## src/rtl/ctrl_fsm_param.sv

```systemverilog
// Parametrised multi-cycle control unit: fetch/decode/operand-load/execute/write-back/PC-advance
// sequencing with fetch and write handshakes, HALT/resume and a retired-instruction counter.
module ctrl_fsm_param #(
  parameter int unsigned OPW   = 3,
  parameter int unsigned OPERW = 2,
  parameter int unsigned NSRC  = 2,
  parameter int unsigned SELW  = 3,
  parameter int unsigned CNTW  = 16
) (
  input  logic             clk,
  input  logic             rst_n,
  input  logic [OPW-1:0]   opcode,
  input  logic             fetch_ready,
  input  logic             wr_ack,
  input  logic             resume,
  output logic             en_pc,
  output logic             en_ir,
  output logic [NSRC-1:0]  en_src,
  output logic             en_imm,
  output logic             en_io,
  output logic             en_ope,
  output logic             wr_req,
  output logic [SELW-1:0]  sel,
  output logic [OPERW-1:0] oper,
  output logic             halted,
  output logic [CNTW-1:0]  retired
);

  localparam int unsigned IDXW = (NSRC > 1) ? $clog2(NSRC) : 1;

  typedef enum logic [3:0] {
    S_IDLE   = 4'd0,
    S_FETCH  = 4'd1,
    S_DECODE = 4'd2,
    S_SRC    = 4'd3,
    S_EXEC   = 4'd4,
    S_IMM    = 4'd5,
    S_IO     = 4'd6,
    S_WB     = 4'd7,
    S_NEXT   = 4'd8,
    S_HALT   = 4'd9
  } state_t;

  state_t             r_state;
  logic [OPW-1:0]     r_op_q;
  logic [IDXW-1:0]    r_idx;
  logic [CNTW-1:0]    r_retired;
  logic               r_fetch;
  logic               r_en_pc;
  logic [NSRC-1:0]    r_en_src;
  logic               r_en_imm;
  logic               r_en_io;
  logic               r_en_ope;
  logic               r_wr_req;
  logic [SELW-1:0]    r_sel;
  logic [OPERW-1:0]   r_oper;
  logic               r_halted;

  state_t             w_nxt_state;
  logic [OPW-1:0]     w_nxt_op;
  logic [IDXW-1:0]    w_nxt_idx;
  logic               w_fetch;
  logic               w_en_pc;
  logic [NSRC-1:0]    w_en_src;
  logic               w_en_imm;
  logic               w_en_io;
  logic               w_en_ope;
  logic               w_wr_req;
  logic [SELW-1:0]    w_sel;
  logic [OPERW-1:0]   w_oper;
  logic               w_halted;

  // Next state, latched opcode and operand index
  always_comb begin
    w_nxt_state = r_state;
    w_nxt_op    = r_op_q;
    w_nxt_idx   = r_idx;
    case (r_state)
      S_IDLE:  w_nxt_state = S_FETCH;
      S_FETCH: if (fetch_ready) w_nxt_state = S_DECODE;
      S_DECODE: begin
        w_nxt_op  = opcode;
        w_nxt_idx = '0;
        if (!opcode[OPW-1]) begin
          w_nxt_state = S_SRC;
        end else begin
          case (opcode[1:0])
            2'b00:   w_nxt_state = S_IMM;
            2'b01:   w_nxt_state = S_IO;
            2'b10:   w_nxt_state = S_NEXT;
            default: w_nxt_state = S_HALT;
          endcase
        end
      end
      S_SRC: begin
        if (r_idx == IDXW'(NSRC - 1)) w_nxt_state = S_EXEC;
        else                          w_nxt_idx   = r_idx + IDXW'(1);
      end
      S_EXEC, S_IMM, S_IO: w_nxt_state = S_WB;
      S_WB:    if (wr_ack) w_nxt_state = S_NEXT;
      S_NEXT:  w_nxt_state = S_FETCH;
      S_HALT:  if (resume) w_nxt_state = S_NEXT;
      default: w_nxt_state = S_IDLE;
    endcase
  end

  // Moore decode of the state being entered, so outputs register with the state
  always_comb begin
    w_fetch  = 1'b0;
    w_en_pc  = 1'b0;
    w_en_src = '0;
    w_en_imm = 1'b0;
    w_en_io  = 1'b0;
    w_en_ope = 1'b0;
    w_wr_req = 1'b0;
    w_sel    = '0;
    w_oper   = '0;
    w_halted = 1'b0;
    case (w_nxt_state)
      S_FETCH: w_fetch = 1'b1;
      S_SRC: begin
        w_en_src = NSRC'(1) << w_nxt_idx;
        w_sel    = SELW'(w_nxt_idx) + SELW'(1);
      end
      S_EXEC: begin
        w_en_ope = 1'b1;
        w_oper   = w_nxt_op[OPERW-1:0];
      end
      S_IMM: w_en_imm = 1'b1;
      S_IO:  w_en_io  = 1'b1;
      S_WB: begin
        w_wr_req = 1'b1;
        if (!w_nxt_op[OPW-1])  w_sel = SELW'(NSRC + 1);
        else if (w_nxt_op[0])  w_sel = SELW'(NSRC + 3);
        else                   w_sel = SELW'(NSRC + 2);
      end
      S_NEXT: w_en_pc  = 1'b1;
      S_HALT: w_halted = 1'b1;
      default: ;
    endcase
  end

  always_ff @(posedge clk) begin
    if (!rst_n) begin
      r_state   <= S_IDLE;
      r_op_q    <= '0;
      r_idx     <= '0;
      r_retired <= '0;
      r_fetch   <= 1'b0;
      r_en_pc   <= 1'b0;
      r_en_src  <= '0;
      r_en_imm  <= 1'b0;
      r_en_io   <= 1'b0;
      r_en_ope  <= 1'b0;
      r_wr_req  <= 1'b0;
      r_sel     <= '0;
      r_oper    <= '0;
      r_halted  <= 1'b0;
    end else begin
      r_state  <= w_nxt_state;
      r_op_q   <= w_nxt_op;
      r_idx    <= w_nxt_idx;
      r_fetch  <= w_fetch;
      r_en_pc  <= w_en_pc;
      r_en_src <= w_en_src;
      r_en_imm <= w_en_imm;
      r_en_io  <= w_en_io;
      r_en_ope <= w_en_ope;
      r_wr_req <= w_wr_req;
      r_sel    <= w_sel;
      r_oper   <= w_oper;
      r_halted <= w_halted;
      if (r_state == S_NEXT) r_retired <= r_retired + CNTW'(1);
    end
  end

  // IR load follows instruction-memory valid directly while fetching
  assign en_ir   = r_fetch & fetch_ready;
  assign en_pc   = r_en_pc;
  assign en_src  = r_en_src;
  assign en_imm  = r_en_imm;
  assign en_io   = r_en_io;
  assign en_ope  = r_en_ope;
  assign wr_req  = r_wr_req;
  assign sel     = r_sel;
  assign oper    = r_oper;
  assign halted  = r_halted;
  assign retired = r_retired;

endmodule

```

## config.mk

```make
export PLATFORM = sky130hd
export DESIGN_NAME = ctrl_fsm_param
export DESIGN_NICKNAME = d
export VERILOG_FILES = /design/src/rtl/ctrl_fsm_param.sv
export SDC_FILE = /design/constraint.sdc
export NUM_CORES = 1
export LEC_CHECK = 0
export CAP_MARGIN = 15
export CORE_MARGIN = 5
export CORE_UTILIZATION = 54
export DETAILED_ROUTE_END_ITERATION = 7
export PLACE_DENSITY = 0.94
export SYNTH_ARGS = -nofsm -noshare
export SYNTH_HDL_FRONTEND = slang
export SYNTH_SLANG_ARGS = --single-unit
```

## constraint.sdc

```tcl
create_clock -name clk -period 5.7 [get_ports clk]
set_clock_uncertainty 0.1 [all_clocks]
set_input_delay 0.855 -clock clk [delete_from_list [all_inputs] [get_ports clk]]
set_output_delay 0.855 -clock clk [all_outputs]
set_load 0.05 [all_outputs]
```

# == Word level (Yosys, flattened, before mapping) ==
# Cells that the tools add are included.
# Widths: inputs -> output; s select.
# totals
register_bits,38
# classes
n_eq_ne,19
shifts,1
n_mux,20
n_addsub,3
bitwise_logic,1
reduce_logical,6
# ops
operator,n
$eq 4x3->1 const B,8
$pmux 4 s7,1
$mux 4,5
$add 16x1->16 const B,1
$eq 4x4->1 const B,4
$eq 4x2->1 const B,3
$pmux 4 s3,1
$mux 1,9
$eq 4x1->1 const B,2
$mux 3,2
$pmux 3 s2,1
$logic_not 4->1,1
$reduce_and 2->1,2
$reduce_or 3->1,1
$add 1x1->2 const B,1
$eq 2x1->1 const B,1
$eq 2x2->1 const B,1
$logic_not 2->1,1
$pmux 1 s2,1
$reduce_or 2->1,1
$shl 1x1->2 const A,1
$add 1x1->1 const B,1
$and 1x1->1,1

# == Longest topological paths before layout ==
# depth
word_depth,6
depth_mapped,7
depth_no_buf,7

# == Worst setup path before layout ==
# OpenSTA, ideal clock, no wires.
# synth_path
kind,input to output
startpoint,input fetch_ready
endpoint,output en_ir
n_path_buf,0
t_arrival_ps,1262
setup_slack_ps,3483
cell_stages,1
required_time_ps,4745
cell_sequence,and2_1
# synth_via
elab_chain_cells,1
# synth_lines
item,line,text
start: declaration,13,"input logic fetch_ready,"
$and 1x1->1,178,assign en_ir = r_fetch & fetch_ready;
end: declaration,17,"output logic en_ir,"
# Every way passes these cells.

# == Worst setup path in the final report ==
# Same ends and word-level chain as after synthesis.

==> out/metrics.cfg <==
[outcome]
outcome = finished clean

[route]
firstDrtPassIters = 4
remaining_drc_errors = 0
drt-initial-drc-count = 99
viasPerCell = 5.47
wire_per_inst_microns = 13.8
postRouteAntennaNets = 0
totalWireLength_microns = 3750
vias = 1483

[worst_setup_path]
cp_slowest_cell = clkdlybuf4s50_1
startpoint_type = input pin
critPathMostFrequentCell = clkdlybuf4s50_1
worstPathMaxFanout = 3
cp-end-kind = output pin
r2r-start = r_state[1]
max_stage_delay_ns = 0.80
crit_arrival_ns = 2.30
rr_endpoint = oper[0]
ff2ff_setup_slack_ns = 3.43
worstPathRequired_ns = 4.74
crit_chain = clkdlybuf4s50_1 > and2_1 > clkdlybuf4s50_1
r2r_cells = 5
path_class = in -> out

[floorplan]
core-area_sq_um = 3280
start_util = 0.550
ios = 38
die_x_microns = 67.9
die_h_microns = 67.9
die_area_sq_um = 4600
num_rows = 21

[synth]
syn-num-nets = 201
syn_area_sq_um = 1810
synth_seq_area_share = 0.421
synth_edf_count = 0
yosys_warnings = 0
syn_avg_cell_area_sq_um = 9.62
async_flop_share = 0
synth_most_common_cell = dfxtp_1
synth_cell_types = 53
yosys-top-cells-count = 38 x dfxtp_1, 16 x and2_1, 12 x nor2_1
synth_flop_cell = dfxtp_1
synth-seq-cells = 38
synth_cells = 188
synth_top_area_frac = 0.421
synth_top_area_cell = dfxtp_1
synthTopCellsByArea = dfxtp_1 42%, and2_1 5.5%, xnor2_1 3.9%, ha_1 3.5%, nor2_1 2.5%

[worst_hold_path]
min_to = retired[7]
holdPathStages = 2
hp-start = retired[7]
hold_path.class = reg -> reg

[pwr]
p_leak_nw = 0.821
peakVddDrop_mv = 0.117
finalPower_uw = 502
power_density_nw_per_um2 = 223

[global_routing]
grt_overflow = 0
antenna_found_initial = 0
first_global_vias = 1395
grtUsageTotal = 0.185
grt_pass1_wl_microns = 6330
grt_max_degree = 28

[clock_tree]
cts.sinks = 38
h-tree-depth = 2
cts-resized-gates = 0
clock_path_buffers = 2
clock_latency_ns = 0.34
ctsRootBufferMaster = clkbuf_4
clkTransAtPathRegs_ns = 0.11
postCtsSetupBuffers = 0
cts_tree = built
cts_inserted_buffers = 5
cts_hold_buffers = 0

[layout]
ff_latch_area_sq_um = 761
fin_util = 0.685
syn_to_final_growth_pct = 24.4
fin_cells = 271
fin_nets = 237
multi_input_area_sq_um = 975
n_antenna_cell = 0
fillCellCount = 243
layout-drive-gt1-share = 0.0800

[timing]
worst_pin_slew_ns = 0.770
report.final.slew_viol_count = 0
slew_headroom = 0.485
layout_setup_ws_ns = 2.44
fmax_ghz = 0.307
min_period_ns = 3.26
rsz0062_at_grt = no
fin_crit_sh = 0.571
setup_viol = 0
totalNegativeSetupSlack_ns = 0
hold_viol = 0

[place]
placedCellCount = 263
pre_cts_slack_ns = 2.45
dp_hpwl_microns = 2660
gp_congestion = 0.834
port_buffers = 37

[flow_run]
drv_cap = 0

[cells in the final DEF, fill, tap and decap left out, drive strengths merged, types with 7 or more instances in the layout]
| cell type | instances |
|---|---|
| nor2 | 12 |
| and2 | 16 |
| clkbuf | 7 |
| clkdlybuf4s50 | 37 |
| inv | 7 |
| dfxtp | 38 |
| nand2 | 11 |
| nand3 | 7 |
| xnor2 | 8 |
[metrics by stage]
stage / cell area, sq um / hold WS (ns)
finish: 2250 / 0.412
global route: 2250 / 0.446
CTS: 2250 / 0.419
detailed placement: 2190 / 0.395
global placement: 2190 / 0.384
floorplan: 1810 / 0.368
[worst max path at each step]
stage / start / to / slack [ns] / cells past startpoint
after floorplan: fetch_ready / en_ir / 3.48 / 1
after global placement: fetch_ready / en_ir / 2.49 / 3
after detailed placement: fetch_ready / en_ir / 2.45 / 3
after CTS: fetch_ready / en_ir / 2.44 / 3
after global routing: fetch_ready / en_ir / 2.42 / 3
final: fetch_ready / en_ir / 2.44 / 3
[state kept, by name (all words and copies together) (netlist names), 2 cells and up]
| name | count |
|---|---|
| r_op_q | 3 |
| oper | 2 |
| r_state | 4 |
| retired | 16 |
| sel | 3 |
| en_src | 2 |
[power by group]
group	leakage (nW)	switching [mW]	internal [mW]	total, mW
Clock	0.0353	0.0853	0.0598	0.145
Combinational	0.478	0.0438	0.0288	0.0727
Sequential	0.307	0.0112	0.273	0.284
[logic make-up after synthesis]
group | count (synthesis) | share of synthesized area
compound gates | 28 | 0.115
buf+inv | 15 | 0.0401
flops | 38 | 0.421
fa+ha+maj | 5 | 0.0346
mux | 2 | 0.0118
xor+xnor | 12 | 0.0581
simple gates | 88 | 0.320
[worst max-delay path, delay by kind of cell]
kind                   cells  cell delay (ns)
buffers and inverters      2             1.30
AND/OR/NAND/NOR            1             0.14
[layout make-up]
type                       instances  area share
tap                               46      0.0256
multi-input combinational        135       0.433
clock inverter                     1     0.00222
inverter                           7      0.0117
clock buffer                       7      0.0245
sequential                        38       0.338
timing repair buffer              37       0.165
[routing by layer]
metal | track usage | vias to the layer above | part of all wire
met2 | 0.292 | 40 | 0.49
li1 | - | 736 | -
met3 | 0.0493 | 8 | 0.054
met5 | 0 | - | 0
met1 | 0.237 | 699 | 0.44
met4 | 0.0819 | 0 | 0.019
(Power assumes the default switching activity.)
